<file path="config.mk">
export PLATFORM = sky130hd
export DESIGN_NAME = mem_lsu_flat
export DESIGN_NICKNAME = d
export VERILOG_FILES = /design/src/rtl/mem_lsu_if.sv /design/src/rtl/mem_lsu.sv /design/src/flat_wrapper.sv
export SDC_FILE = /design/constraint.sdc
export NUM_CORES = 1
export LEC_CHECK = 0
export BUFFER_PORTS_ARGS = -buffer_cell sky130_fd_sc_hd__buf_2
export CORE_AREA = 2 2 83 145
export CTS_BUF_LIST = sky130_fd_sc_hd__clkbuf_4 sky130_fd_sc_hd__clkbuf_8
export DETAILED_ROUTE_END_ITERATION = 10
export DIE_AREA = 0 0 85 147
export GPL_TIMING_DRIVEN = 0
export PLACE_DENSITY_LB_ADDON = 0.12
export SLEW_MARGIN = 20
export SYNTH_ARGS = -nofsm -noshare
export SYNTH_HDL_FRONTEND = slang
export SYNTH_SLANG_ARGS = --single-unit
</file>
<file path="constraint.sdc">
create_clock -name clk -period 4.9 [get_ports clk]
set_clock_uncertainty 0.2 [all_clocks]
set_input_delay 0.49 -clock clk [delete_from_list [all_inputs] [get_ports clk]]
set_output_delay 0.49 -clock clk [all_outputs]
set_load 0.005 [all_outputs]
</file>
<file path="src/rtl/mem_lsu_if.sv">
// Data-bus bundle between the memory-stage LSU and its slave: registered request, single-cycle ack.
interface mem_lsu_if #(
  parameter int DW = 32,
  parameter int AW = 32
);
  logic          dreq;
  logic          dwe;
  logic [AW-1:0] daddr;
  logic [3:0]    dbe;
  logic [DW-1:0] dwdata;
  logic          dack;
  logic [DW-1:0] drdata;

  modport master (
    output dreq, dwe, daddr, dbe, dwdata,
    input  dack, drdata
  );

  modport slave (
    input  dreq, dwe, daddr, dbe, dwdata,
    output dack, drdata
  );
endinterface

</file>
<file path="src/rtl/mem_lsu.sv">
// RV32I memory-stage load/store unit: lane steering, load formatting, one req/ack bus access per op.
// Latency >= 2 stall cycles (request registered, one RESP cycle); stallM holds upstream until dack.
module mem_lsu #(
  parameter int DW = 32,
  parameter int AW = 32
) (
  input  logic          clk,
  input  logic          rst_n,
  input  logic          memreadM,
  input  logic          memwriteM,
  input  logic [2:0]    funct3M,
  input  logic [AW-1:0] aluoutM,
  input  logic [DW-1:0] writedataM,
  output logic [DW-1:0] readdataM,
  output logic          stallM,
  output logic          errM,
  mem_lsu_if.master     dbus
);

  typedef enum logic [1:0] {IDLE, BUSY, RESP} state_t;

  state_t        state, state_nxt;
  logic          acc;
  logic          fn_bad;
  logic          misal;
  logic [2:0]    f3_q;
  logic [1:0]    a_q;
  logic [3:0]    be_nxt;
  logic [DW-1:0] wd_nxt;
  logic [DW-1:0] fmt;
  logic [7:0]    bsel;
  logic [15:0]   hsel;

  always_comb begin
    fn_bad = 1'b0;
    misal  = 1'b0;
    if (memwriteM)
      fn_bad = !(funct3M inside {3'b000, 3'b001, 3'b010});
    else if (memreadM)
      fn_bad = funct3M inside {3'b011, 3'b110, 3'b111};
    if (funct3M[1:0] == 2'b01)
      misal = aluoutM[0];
    else if (funct3M[1:0] == 2'b10)
      misal = aluoutM[1:0] != 2'b00;
    errM = (memreadM & memwriteM) | ((memreadM | memwriteM) & (fn_bad | misal));
  end

  assign acc    = (memreadM ^ memwriteM) & !errM;
  assign stallM = acc & (state != RESP);

  always_comb begin
    be_nxt = 4'b1111;
    wd_nxt = writedataM;
    if (memwriteM) begin
      case (funct3M[1:0])
        2'b00: begin
          be_nxt = 4'b0001 << aluoutM[1:0];
          wd_nxt = {(DW/8){writedataM[7:0]}};
        end
        2'b01: begin
          be_nxt = aluoutM[1] ? 4'b1100 : 4'b0011;
          wd_nxt = {(DW/16){writedataM[15:0]}};
        end
        default: ;
      endcase
    end
  end

  // Load formatting uses the width/lane captured at request time, not the live M-stage inputs.
  always_comb begin
    bsel = dbus.drdata[8*a_q +: 8];
    hsel = a_q[1] ? dbus.drdata[31:16] : dbus.drdata[15:0];
    case (f3_q)
      3'b000:  fmt = {{(DW-8){bsel[7]}}, bsel};
      3'b100:  fmt = {{(DW-8){1'b0}}, bsel};
      3'b001:  fmt = {{(DW-16){hsel[15]}}, hsel};
      3'b101:  fmt = {{(DW-16){1'b0}}, hsel};
      default: fmt = dbus.drdata;
    endcase
  end

  always_ff @(posedge clk or negedge rst_n) begin
    if (!rst_n) state <= IDLE;
    else        state <= state_nxt;
  end

  always_comb begin
    state_nxt = state;
    case (state)
      IDLE:    if (acc) state_nxt = BUSY;
      BUSY:    if (dbus.dack) state_nxt = RESP;
      RESP:    state_nxt = IDLE;
      default: state_nxt = IDLE;
    endcase
  end

  always_ff @(posedge clk or negedge rst_n) begin
    if (!rst_n) begin
      dbus.dreq   <= 1'b0;
      dbus.dwe    <= 1'b0;
      dbus.daddr  <= '0;
      dbus.dbe    <= 4'b0000;
      dbus.dwdata <= '0;
      readdataM   <= '0;
      f3_q        <= 3'b000;
      a_q         <= 2'b00;
    end else if (state == IDLE && acc) begin
      dbus.dreq   <= 1'b1;
      dbus.dwe    <= memwriteM;
      dbus.daddr  <= {aluoutM[AW-1:2], 2'b00};
      dbus.dbe    <= be_nxt;
      dbus.dwdata <= wd_nxt;
      f3_q        <= funct3M;
      a_q         <= aluoutM[1:0];
    end else if (state == BUSY && dbus.dack) begin
      dbus.dreq <= 1'b0;
      if (!dbus.dwe) readdataM <= fmt;
    end
  end

endmodule

</file>
<file path="src/flat_wrapper.sv">
// flat-port wrapper written by rule: the top's interface ports become plain ports
module mem_lsu_flat 
#(
  parameter int DW = 32,
  parameter int AW = 32
)
  (clk, rst_n, memreadM, memwriteM, funct3M, aluoutM, writedataM, readdataM, stallM, errM, dbus_dreq, dbus_dwe, dbus_daddr, dbus_dbe, dbus_dwdata, dbus_dack, dbus_drdata);
  mem_lsu_if #(.DW(DW), .AW(AW)) dbus_i ();
  input  logic clk;
  input  logic rst_n;
  input  logic memreadM;
  input  logic memwriteM;
  input  logic [2:0] funct3M;
  input  logic [AW-1:0] aluoutM;
  input  logic [DW-1:0] writedataM;
  output logic [DW-1:0] readdataM;
  output logic stallM;
  output logic errM;
  output wire logic [$bits(dbus_i.dreq)-1:0] dbus_dreq;
  output wire logic [$bits(dbus_i.dwe)-1:0] dbus_dwe;
  output wire logic [$bits(dbus_i.daddr)-1:0] dbus_daddr;
  output wire logic [$bits(dbus_i.dbe)-1:0] dbus_dbe;
  output wire logic [$bits(dbus_i.dwdata)-1:0] dbus_dwdata;
  input wire logic [$bits(dbus_i.dack)-1:0] dbus_dack;
  input wire logic [$bits(dbus_i.drdata)-1:0] dbus_drdata;
  assign dbus_dreq = dbus_i.dreq;
  assign dbus_dwe = dbus_i.dwe;
  assign dbus_daddr = dbus_i.daddr;
  assign dbus_dbe = dbus_i.dbe;
  assign dbus_dwdata = dbus_i.dwdata;
  assign dbus_i.dack = dbus_dack;
  assign dbus_i.drdata = dbus_drdata;
  mem_lsu #(.DW(DW), .AW(AW)) u_core (.clk(clk), .rst_n(rst_n), .memreadM(memreadM), .memwriteM(memwriteM), .funct3M(funct3M), .aluoutM(aluoutM), .writedataM(writedataM), .readdataM(readdataM), .stallM(stallM), .errM(errM), .dbus(dbus_i));
endmodule
</file>
==> flow_summary.yaml <==
setup_path:
  cp.required_ns: 4.21
  critPathMaxStageDelay_ns: 0.38
  arrival_ns: 1.83
  regToRegSetupSlack_ns: 2.82
  rr_worst_depth: 5
  critical_path_class: "primary input to primary output"
  worstPathCellList: "buf_2 > o22ai_1 > nor2_1 > o21bai_4 > clkbuf_1 > nand2_1 > a21oi_1 > buf_2"
  crit_fanout: 10
  cp-end-kind: "primary output"
  start_kind: "primary input"
  cp_common_cell: "buf_2"
  cp-startpoint: "memwriteM"
  slowest_stage: "clkbuf_1"
  cp-endpoint: "stallM"
  r2r_start: "u_core.state[1]"
  r2r_end: "u_core.readdataM[20]"
route:
  wl_mm: 13.8
  vias_per_cell: 5.29
  antenna_left: 0
  drc: 0
  drt_pass1_iterations: 4
  drtIter0Drc: 108
  routedWlPerCell_um: 17.1
  via_count: 4276
synth:
  ys_ff_latch: 107
  synthArstFlopShare_pct: 100
  synth.distinct_cells: 40
  synthFlopType: "dfrtp_1"
  synth_edf_count: 0
  ys_seq_area_share_pct: 53.3
  synthTopCellsByArea: "dfrtp_1, mux2_1, mux2i_1"
  syn_inst: 450
  yosysTopAreaCell: "dfrtp_1"
  synth_top_area_share_pct: 53.3
  synth.avg_cell_area_um2: 11.2
  syn_area_um2: 5030
  ys_warn_count: 0
finish:
  fillers: 1071
  seqCellArea_um2: 2680
  syn_to_final_growth_pct: 28.3
  antenna_cells: 0
  multiInputGateArea_um2: 2150
  fin_area_um2: 6450
  drive_gt1_share_pct: 38.0
  layout.nets: 774
  postLayoutCoreUtil_pct: 56.6
power_and_ir_drop:
  p_seq_share_pct: 44.9
  clkPwrFrac_pct: 15.6
  powerDensity_nw_per_um2: 518
  combPwrFrac_pct: 39.5
  sw_frac_of_total_pct: 36.6
  p_int_mw: 2.12
  p_leak_nw: 3.18
  peakVddDrop_mv: 0.236
  p_sw_mw: 1.22
  power.total_mw: 3.34
floorplan:
  rows: 52
  io_pins: 208
  dieArea_um2: 12500
  start_util_pct: 44.1
  die_h_um: 147
  core_area_um2: 11400
  fp.dieW_um: 85
min_path:
  min_path_type: "primary input to register"
clock_tree:
  postCtsSetupBuffers: 0
  cts.repair.resized: 0
  cts_inserted_buffers: 9
  root_buffer: "clkbuf_8"
  clk_latency_ns: 0.37
  clock_sinks: 107
  cts.htree.levels: 3
  cts_buffer_depth: 2
  tritoncts: "yes"
  clkTransAtPathRegs_ns: 0.11
place:
  gp_congestion: 0.854
  port_buffers: 204
  detailed_place_hpwl_mm: 10.9
  place_area_um2: 6250
  place_worst_setup_slack_ns: 2.31
outcome:
  outcome: "complete, no violations"
timing:
  finalSetupViolations: 0
  setup_ws_ns: 2.38
  finalSetupTns_ns: 0
  finalMaxSlewViolations: 0
  fmax_mhz: 397
  relSlewSlack_pct: 64.3
  rsz0062_at_grt: "false"
  fin_crit_sh_pct: 51.4
  fin_crit_ns: 2.52
  final_hold_viol_count: 0
  tightest_slew_ns: 0.530
global_route:
  antenna_found_initial: 0
  grt_use_total_pct: 21.9
  grt_pass1_vias: 4528
  grt_overflow: 0
  grt_pass1_wl_mm: 21.7
  grt_start_max_net_pins: 76
run:
  drv_cap: 0
-- cell usage in the layout (no fill, tap or decap), types with 12 or more instances in the layout --
cell      netlist  final
buf_2           6    209
dfrtp_1       107    107
mux2_1         57     57
nand2_1        46     46
nand3_1        32     32
a21oi_1        25     25
nor2_1         21     21
mux2i_1        20     20
clkbuf_1       18     18
a31oi_1        15     15
o21ai_0        14     14
mux2_2         13     13
nor3_1         12     12
-- repair_timing --
action	4_1_cts	5_1_grt
endpoints found under the setup margin	0	0
hold buffers	1	0
hold endpoints to repair	32	0
-- synth_stat cells, types with 2 or more instances --
| cell | instances |
|---|---|
| a21oi_1 | 25 |
| a221o_1 | 2 |
| a22o_1 | 5 |
| a22oi_1 | 5 |
| a31oi_1 | 15 |
| buf_2 | 6 |
| buf_4 | 9 |
| clkbuf_1 | 18 |
| dfrtp_1 | 107 |
| ha_1 | 2 |
| inv_1 | 6 |
| mux2_1 | 57 |
| mux2_2 | 13 |
| mux2i_1 | 20 |
| nand2_1 | 46 |
| nand2b_1 | 5 |
| nand3_1 | 32 |
| nor2_1 | 21 |
| nor2b_1 | 2 |
| nor3_1 | 12 |
| o21ai_0 | 14 |
| o22a_1 | 2 |
| o22ai_1 | 9 |
-- sequential cells by signal (all words and copies together) (netlist names) --
signal	flops
u_core.dbus.dwdata	32
u_core.dbus.dbe	4
u_core.a_q	2
u_core.dbus.daddr	30
u_core.readdataM	32
u_core.dbus.dwe	1
u_core.f3_q	3
u_core.dbus.dreq	1
u_core.state	2
-- power groups by stage --
stage               clock network, mW  logic [mW]  registers [mW]
floorplan                           0       0.649            1.54
global placement                    0        1.31            1.50
detailed placement                  0        1.34            1.52
CTS                             0.542        1.34            1.51
global route                    0.578        1.46            1.56
finish                          0.523        1.32            1.50
-- routing by layer --
layer	part of all wire [%]	vias up	global-route usage [%]
met2	55	175	40.6
li1	-	2033	-
met4	3.8	0	10.0
met5	0	-	0
met1	35	2037	22.2
met3	6.5	31	5.73
-- cell type report --
| type | instances | area share [%] |
|---|---|---|
| Sequential cell | 107 | 41.5 |
| Multi-Input combinational cell | 304 | 33.4 |
| Timing Repair Buffer | 206 | 16.5 |
| Buffer | 34 | 2.74 |
| Tap cell | 135 | 2.62 |
| Clock buffer | 9 | 1.92 |
| Clock inverter | 7 | 0.931 |
| Inverter | 6 | 0.349 |
-- logic make-up after synthesis --
kind of cell | Yosys count | share of synthesized area [%]
AND/OR/NAND/NOR | 125 | 11.4
flip-flops | 107 | 53.3
multiplexers | 90 | 19.7
AO/OA/AOI/OAI | 85 | 11.2
buffers and inverters | 40 | 3.96
adder cells (fa/ha/maj) | 2 | 0.498
other | 1 | 0.0746
-- critical path, delay by kind of cell --
family	cells	cell delay (ns)
buf+inv	3	0.66
compound gates	3	0.49
simple gates	2	0.18
-- stage by stage --
| step | std cells | hold slack (ns) |
|---|---|---|
| after floorplan | 451 | -0.00559 |
| after global placement | 790 | 0.259 |
| after detailed placement | 791 | 0.197 |
| after CTS | 808 | 0.0857 |
| after global routing | 808 | 0.0807 |
| final | 808 | 0.0995 |
-- worst min path at each step --
stage,slack [ns],startpoint,depth (start not counted),endpoint
after global routing,0.08,dbus_dack,2,u_core.state[0]
after floorplan,-0.006,rst_n,0,u_core.a_q[0]
after global placement,0.26,u_core.dbus.dreq,2,u_core.dbus.dreq
after CTS,0.09,dbus_dack,2,u_core.state[0]
final,0.1,dbus_dack,2,u_core.state[0]
after detailed placement,0.20,rst_n,1,u_core.readdataM[6]
Power figures use the tool's default switching activity.
